`src/rtl/cjg_phase_gen.sv`:
```
// Non-overlapping multi-phase clock generator. Each phase pulses high for
// hi_len cycles and is followed by a gap_len all-low gap; lengths are frozen per period.
module cjg_phase_gen #(
    parameter int unsigned NUM_PHASES = 2,
    parameter int unsigned CFG_W      = 4
) (
    input  logic                  clk,
    input  logic                  reset,
    input  logic                  enable,
    input  logic [CFG_W-1:0]      hi_len,
    input  logic [CFG_W-1:0]      gap_len,
    output logic [NUM_PHASES-1:0] clk_ph,
    output logic                  period_start,
    output logic                  running,
    input  logic                  scan_in0,
    input  logic                  scan_en,
    input  logic                  test_mode,
    output logic                  scan_out0
);

    localparam int unsigned IDX_W = (NUM_PHASES > 1) ? $clog2(NUM_PHASES) : 1;
    localparam logic [NUM_PHASES-1:0] PH_ONE  = NUM_PHASES'(1);
    localparam logic [IDX_W-1:0]      IDX_MAX = IDX_W'(NUM_PHASES - 1);

    typedef enum logic [1:0] {
        IDLE = 2'd0,
        HIGH = 2'd1,
        GAP  = 2'd2
    } state_e;

    state_e                  state_q, state_d;
    logic [IDX_W-1:0]        idx_q, idx_d;
    logic [CFG_W-1:0]        cnt_q, cnt_d;
    logic [CFG_W-1:0]        hi_sh_q, hi_sh_d;
    logic [CFG_W-1:0]        gap_sh_q, gap_sh_d;
    logic [NUM_PHASES-1:0]   clk_ph_q, clk_ph_d;
    logic                    period_start_q, period_start_d;
    logic                    running_q, running_d;

    logic [CFG_W-1:0]        hi_last;
    logic [CFG_W-1:0]        gap_last;
    logic [IDX_W-1:0]        idx_inc;
    logic                    phase_done;
    logic                    start_period;

    // Scan chain is stitched in at insertion; until then the hooks are inert.
    logic unused_scan;
    assign unused_scan = scan_in0 ^ scan_en;
    assign scan_out0   = 1'b0;

    assign clk_ph       = clk_ph_q;
    assign period_start = period_start_q;
    assign running      = running_q;

    // Next-state and next-output decode
    always_comb begin
        state_d        = state_q;
        idx_d          = idx_q;
        cnt_d          = cnt_q;
        hi_sh_d        = hi_sh_q;
        gap_sh_d       = gap_sh_q;
        clk_ph_d       = clk_ph_q;
        period_start_d = 1'b0;
        running_d      = running_q;
        phase_done     = 1'b0;
        start_period   = 1'b0;
        hi_last        = (hi_sh_q == '0) ? '0 : hi_sh_q - CFG_W'(1);
        gap_last       = gap_sh_q - CFG_W'(1);
        idx_inc        = idx_q + IDX_W'(1);

        case (state_q)
            IDLE: begin
                clk_ph_d  = '0;
                running_d = 1'b0;
                if (enable) begin
                    start_period = 1'b1;
                end
            end
            HIGH: begin
                if (cnt_q == hi_last) begin
                    if (gap_sh_q == '0) begin
                        phase_done = 1'b1;
                    end else begin
                        state_d  = GAP;
                        cnt_d    = '0;
                        clk_ph_d = '0;
                    end
                end else begin
                    cnt_d = cnt_q + CFG_W'(1);
                end
            end
            GAP: begin
                if (cnt_q == gap_last) begin
                    phase_done = 1'b1;
                end else begin
                    cnt_d = cnt_q + CFG_W'(1);
                end
            end
            default: begin
                state_d  = IDLE;
                idx_d    = '0;
                cnt_d    = '0;
                clk_ph_d = '0;
                running_d = 1'b0;
            end
        endcase

        // Enable is only consulted at the period boundary, so a period always completes.
        if (phase_done) begin
            if (idx_q == IDX_MAX) begin
                if (enable) begin
                    start_period = 1'b1;
                end else begin
                    state_d   = IDLE;
                    idx_d     = '0;
                    cnt_d     = '0;
                    clk_ph_d  = '0;
                    running_d = 1'b0;
                end
            end else begin
                state_d  = HIGH;
                idx_d    = idx_inc;
                cnt_d    = '0;
                clk_ph_d = PH_ONE << idx_inc;
            end
        end

        if (start_period) begin
            state_d        = HIGH;
            idx_d          = '0;
            cnt_d          = '0;
            hi_sh_d        = hi_len;
            gap_sh_d       = gap_len;
            clk_ph_d       = PH_ONE;
            period_start_d = 1'b1;
            running_d      = 1'b1;
        end

        // Scan needs a static state, so test mode parks the FSM.
        if (test_mode) begin
            state_d        = IDLE;
            idx_d          = '0;
            cnt_d          = '0;
            clk_ph_d       = '0;
            period_start_d = 1'b0;
            running_d      = 1'b0;
        end
    end

    always_ff @(posedge clk or negedge reset) begin
        if (!reset) begin
            state_q        <= IDLE;
            idx_q          <= '0;
            cnt_q          <= '0;
            hi_sh_q        <= '0;
            gap_sh_q       <= '0;
            clk_ph_q       <= '0;
            period_start_q <= 1'b0;
            running_q      <= 1'b0;
        end else begin
            state_q        <= state_d;
            idx_q          <= idx_d;
            cnt_q          <= cnt_d;
            hi_sh_q        <= hi_sh_d;
            gap_sh_q       <= gap_sh_d;
            clk_ph_q       <= clk_ph_d;
            period_start_q <= period_start_d;
            running_q      <= running_d;
        end
    end

endmodule

```
`config.mk`:
```
export PLATFORM = sky130hd
export DESIGN_NAME = cjg_phase_gen
export DESIGN_NICKNAME = d
export VERILOG_FILES = /design/src/rtl/cjg_phase_gen.sv
export SDC_FILE = /design/constraint.sdc
export NUM_CORES = 1
export LEC_CHECK = 0
export CORE_ASPECT_RATIO = 0.75
export CORE_MARGIN = 2
export CORE_UTILIZATION = 53
export DETAILED_ROUTE_END_ITERATION = 7
export PLACE_DENSITY = 0.78
export SETUP_SLACK_MARGIN = 0.02
export SLEW_MARGIN = 20
export SYNTH_ARGS = -nofsm -noshare
export SYNTH_HDL_FRONTEND = slang
export SYNTH_SLANG_ARGS = --single-unit
```
`constraint.sdc`:
```
create_clock -name clk -period 3 [get_ports clk]
set_clock_uncertainty 0.05 [all_clocks]
set_input_delay 0.6 -clock clk [delete_from_list [all_inputs] [get_ports clk]]
set_output_delay 0.6 -clock clk [all_outputs]
set_load 0.01 [all_outputs]
```
== Yosys cells after proc, flatten, opt, wreduce, memory -nomap -nowiden ==
Cells that the tools add are included.
Storage, ports and cells
  register bits: 19
  bits in latches: 0
  bits in writable memories: 0
  memory bits (read-only): 0
  input bits: 14
  output and inout bits: 5
  word-level logic and storage cells: 72
  memories kept: 0
Operators by class
  $add $sub $neg: 4
  $mul: 0
  divide/modulo/power cells: 0
  $lt $le $gt $ge: 0
  eq/ne operators: 4
  shift-type cells: 1
  mux-type cells: 49
  bitwise logic cells: 0
  reduce and logical (&&, ||, !) cells: 6
Operator list (count)
  2-to-1 mux 4 bit: 9
  2-to-1 mux 2 bit: 14
  2-to-1 mux 1 bit: 22
  one-hot mux 4 bit (3 select lines): 1
  equality test 4 bit: 2
  zero test 4 bit: 2
  one-hot mux 2 bit (2 select lines): 2
  subtractor 4 x 1 -> 4 bit, second input constant: 2
  adder 4 x 1 -> 4 bit, second input constant: 1
  OR reduction 2 bit: 2
  OR reduction 3 bit: 1
  equality test 2 x 1 -> 1 bit, second input constant: 1
  equality test 2 bit, second input constant: 1
  zero test 2 bit: 1
  one-hot mux 1 bit (2 select lines): 1
  << shifter 1 x 1 -> 2 bit, first input constant: 1
  adder 1 bit, second input constant: 1

== Longest topological paths before layout ==
  word-level depth: 10
  gate-level depth with buffers: 8
  depth with buffers taken out: 8

== Worst setup path after synthesis ==
Ideal clock, no wire load.
  path kind: register to register
  start point: register hi_sh_q[0]
  end point: register gap_sh_q[0]
  setup time: 0.125 ns
  arrival time: 2.118 ns
  required time: 2.825 ns
  slack: 0.707 ns
  cell stages (with the launch flop): 9
  buffers on the path: 1
  period minus slack after synthesis: 2.293 ns
  path through: dfrtp_1 buf_6 o31ai_1 xor2_1 o31ai_1 nor3_4 a32oi_4 o21ai_4 mux2_2
On the way
  word-level cells in the longest chain between the ends: 6
  elaborated cells on any way between the ends: 7
  classes of those cells: add/sub: 1; eq/ne: 1; mux: 4; reduce/logical: 1
RTL lines
  from (decl): RTL line 34  | logic [CFG_W-1:0] hi_sh_q, hi_sh_d;
  from (signal assigned): RTL line 164  | hi_sh_q <= hi_sh_d;
  subtractor 4 x 1 -> 4 bit / zero test 4 bit (equally long branches): RTL line 67  | hi_last = (hi_sh_q == '0) ? '0 : hi_sh_q - CFG_W'(1);
  2-to-1 mux 4 bit (*): RTL line 67
  equality test 4 bit (*): RTL line 80  | if (cnt_q == hi_last) begin
  2-to-1 mux 1 bit (*): RTL line 80
  one-hot mux 1 bit (2 select lines) (*): RTL line 71  | case (state_q)
  2-to-1 mux 1 bit (*): RTL line 109  | if (phase_done) begin
  to (signal assigned): RTL line 165  | gap_sh_q <= gap_sh_d;
  to (decl): RTL line 35  | logic [CFG_W-1:0] gap_sh_q, gap_sh_d;
Mark *: on every way between the ends. The rest lies on a longest branch, timed or not.
A chain may end at the register's enable or synchronous reset.

== Worst setup path after layout ==
Same ends and word-level chain as after synthesis.

==> flow_summary.yaml <==
status:
  status: "finished, final reports clean"
timing:
  setup_slack_ns: 0.373
  tns_ns: 0
  maxSlewViolCount: 0
  hold_viol: 0
  min_period_over_period: 0.876
  slew_headroom: 0.456
  rsz0062_at_grt: "false"
  tightestPinTransition_ns: 0.813
  setup_viol: 0
  min_period_ns: 2.63
  fmax_mhz: 381
global_routing:
  grt_pass1_vias: 960
  grt_usage: 0.211
  grt_max_degree: 20
  grt-ovfl-total: 0
  antenna_found_initial: 0
  grt_first_pass_wirelength_um: 4370
clock_network:
  cts_hold_buf: 0
  htree_num_levels: 1
  post-cts-setup-buffers: 0
  cts_tree: "done"
  clk_path_buf_depth: 2
  cts_root_buf: "clkbuf_4"
  clkLatencyLatePin_ns: 0.31
  cts.reportedPaths.clkPinSlew_ns: 0.11
  post_cts_resized: 0
  numCtsBuffers: 3
  clkSinkCount: 19
cells_and_area:
  final-seq-area_um2: 475
  fin_util: 0.644
  n_fill_cell: 196
  finalNonFillerCells: 180
  num_antenna_cells: 0
  final_cell_mix: "dfrtp_1 (19), clkdlybuf4s50_1 (15), inv_1 (13)"
  final_common_cell: "dfrtp_1"
  drive_above_1_share: 0.137
  multiInputGateArea_um2: 743
  area_growth_pct: 14.3
  final_area_um2: 1490
  nNetsFinal: 167
synth:
  ys_seq_elements: 19
  synth_edf_count: 0
  async_flop_share: 1.00
  synth_ff_type: "dfrtp_1"
  yosys_warnings: 0
  synth.avg_cell_area_um2: 9.86
  yosysSeqAreaShare: 0.365
  synthCells: 132
  yosysUniqueCellTypes: 47
  synthesis.area_um2: 1300
  synth.net_count: 152
route:
  postRouteAntennaNets: 0
  wl_per_cell_um: 14.1
  vias_per_cell: 5.47
  drt-initial-drc-count: 48
  vias: 984
  drc: 0
  dr.pass1.iters: 4
  wirelength_um: 2540
placed_design:
  dpl_worst_slack_ns: 0.379
  gp_congestion: 0.784
  hpwl_um: 2000
  dp.cells: 176
  portBuffers: 15
  place_area_um2: 1460
critical_path:
  cp.arrival_ns: 2.78
  start_kind: "register"
  crit_type: "register to register"
  cp_max_fo: 10
  required_ns: 3.16
  r2r_slack_ns: 0.37
  worst_setup_path_end_kind: "register"
floorplanning:
  coreArea_um2: 2310
  dieArea_um2: 2870
  die_w_um: 61.2
  die_h_um: 46.9
  row_count: 15
  io_pins: 19
  initial_core_util: 0.564
pwr:
  p_leak_nw: 0.585
  power_switching_w: 0.000269
  pwr-share-seq: 0.457
  peakVddDrop_mv: 0.280
  p_per_area_nw_per_um2: 495
  comb_power_share: 0.362
  clkPwrFrac: 0.180
  swShare: 0.366
  p_int_w: 0.000467
min_path:
  holdCritPathClass: "register to register"
job:
  drv_cap: 0
[per-layer routing]
| metal | track usage | up-vias | routed length [um] |
|---|---|---|---|
| met1 | 0.313 | 455 | 1230 |
| met2 | 0.317 | 23 | 1120 |
| met5 | 0 | - | 0 |
| met3 | 0.0496 | 5 | 158 |
| li1 | - | 501 | - |
| met4 | 0.0391 | 0 | 24 |
[area by class of cell]
class,count,share of cell area
Clock inverter,1,0.00336
Sequential cell,19,0.320
Inverter,13,0.0328
Timing Repair Buffer,15,0.101
Clock buffer,3,0.0151
Multi-Input combinational cell,95,0.500
Tap cell,34,0.0286
[stage by stage]
step                hold WS [ns]  power, W
global placement           0.469  0.000595
floorplan                  0.254  0.000547
global route               0.544  0.000787
finish                     0.498  0.000736
CTS                        0.505  0.000742
detailed placement         0.479  0.000609
[cells by family after synthesis]
| logic type | Yosys count | synth area share |
|---|---|---|
| adder cells (fa/ha/maj) | 6 | 0.0577 |
| AND/OR/NAND/NOR | 37 | 0.172 |
| XOR/XNOR | 8 | 0.0538 |
| AO/OA/AOI/OAI | 34 | 0.208 |
| other | 1 | 0.00288 |
| buffers and inverters | 18 | 0.0635 |
| multiplexers | 9 | 0.0769 |
| flip-flops | 19 | 0.365 |
[Yosys cell counts, types with 2 or more instances]
cell type	n	area share
o21ai_0	5	0.019
or3_1	2	0.0096
a21oi_1	8	0.031
buf_2	2	0.0077
mux2_2	8	0.069
o31ai_1	2	0.012
and2_1	2	0.0096
nand2b_1	2	0.0096
ha_1	6	0.058
o211ai_1	2	0.012
dfrtp_1	19	0.37
nand2_1	7	0.020
o22ai_1	2	0.0096
xor2_1	2	0.013
inv_1	13	0.038
nor4_1	2	0.0096
nand3_1	3	0.012
xnor2_1	6	0.040
nor2_1	8	0.023
o21a_1	2	0.012
nor3_1	3	0.012
[critical path: stages (launching register included)]
cell	delay [ns]
dfrtp_1	0.47
o31ai_1	0.36
xor2_1	0.19
o31ai_1	0.16
nor3_4	0.31
a32oi_4	0.23
o21ai_4	0.37
mux2_2	0.38
[power groups by stage]
stage                     clock network [W]  registers (W)  logic, W
after detailed placement                  0       0.000341  0.000267
after global routing               0.000149       0.000345  0.000292
final                              0.000133       0.000337  0.000267
after global placement                    0       0.000339  0.000256
after floorplan                           0       0.000325  0.000222
after CTS                          0.000138       0.000336  0.000268
[path summary, 6_finish.rpt]
check / depth (start not counted) / startpoint / to
max reg2reg: 7 / hi_sh_q[0]$_DFFE_PN0N_ / gap_sh_q[0]$_DFFE_PN0N_
min in group asynchronous: 1 / reset / idx_q$_DFF_PN0_
max: 7 / hi_sh_q[0]$_DFFE_PN0N_ / gap_sh_q[0]$_DFFE_PN0N_
max in group asynchronous: 1 / reset / clk_ph[1]$_DFF_PN0_
min reg2reg: 1 / gap_sh_q[1]$_DFFE_PN0N_ / gap_sh_q[1]$_DFFE_PN0N_
min: 1 / gap_sh_q[1]$_DFFE_PN0N_ / gap_sh_q[1]$_DFFE_PN0N_
[state kept, by name (all words and copies together), names as in the netlist]
signal and flops:
clk_ph 2, cnt_q 4, gap_sh_q 4, hi_sh_q 4, idx_q 1, period_start 1
running 1, state_q 2
Power figures use the tool's default switching activity.
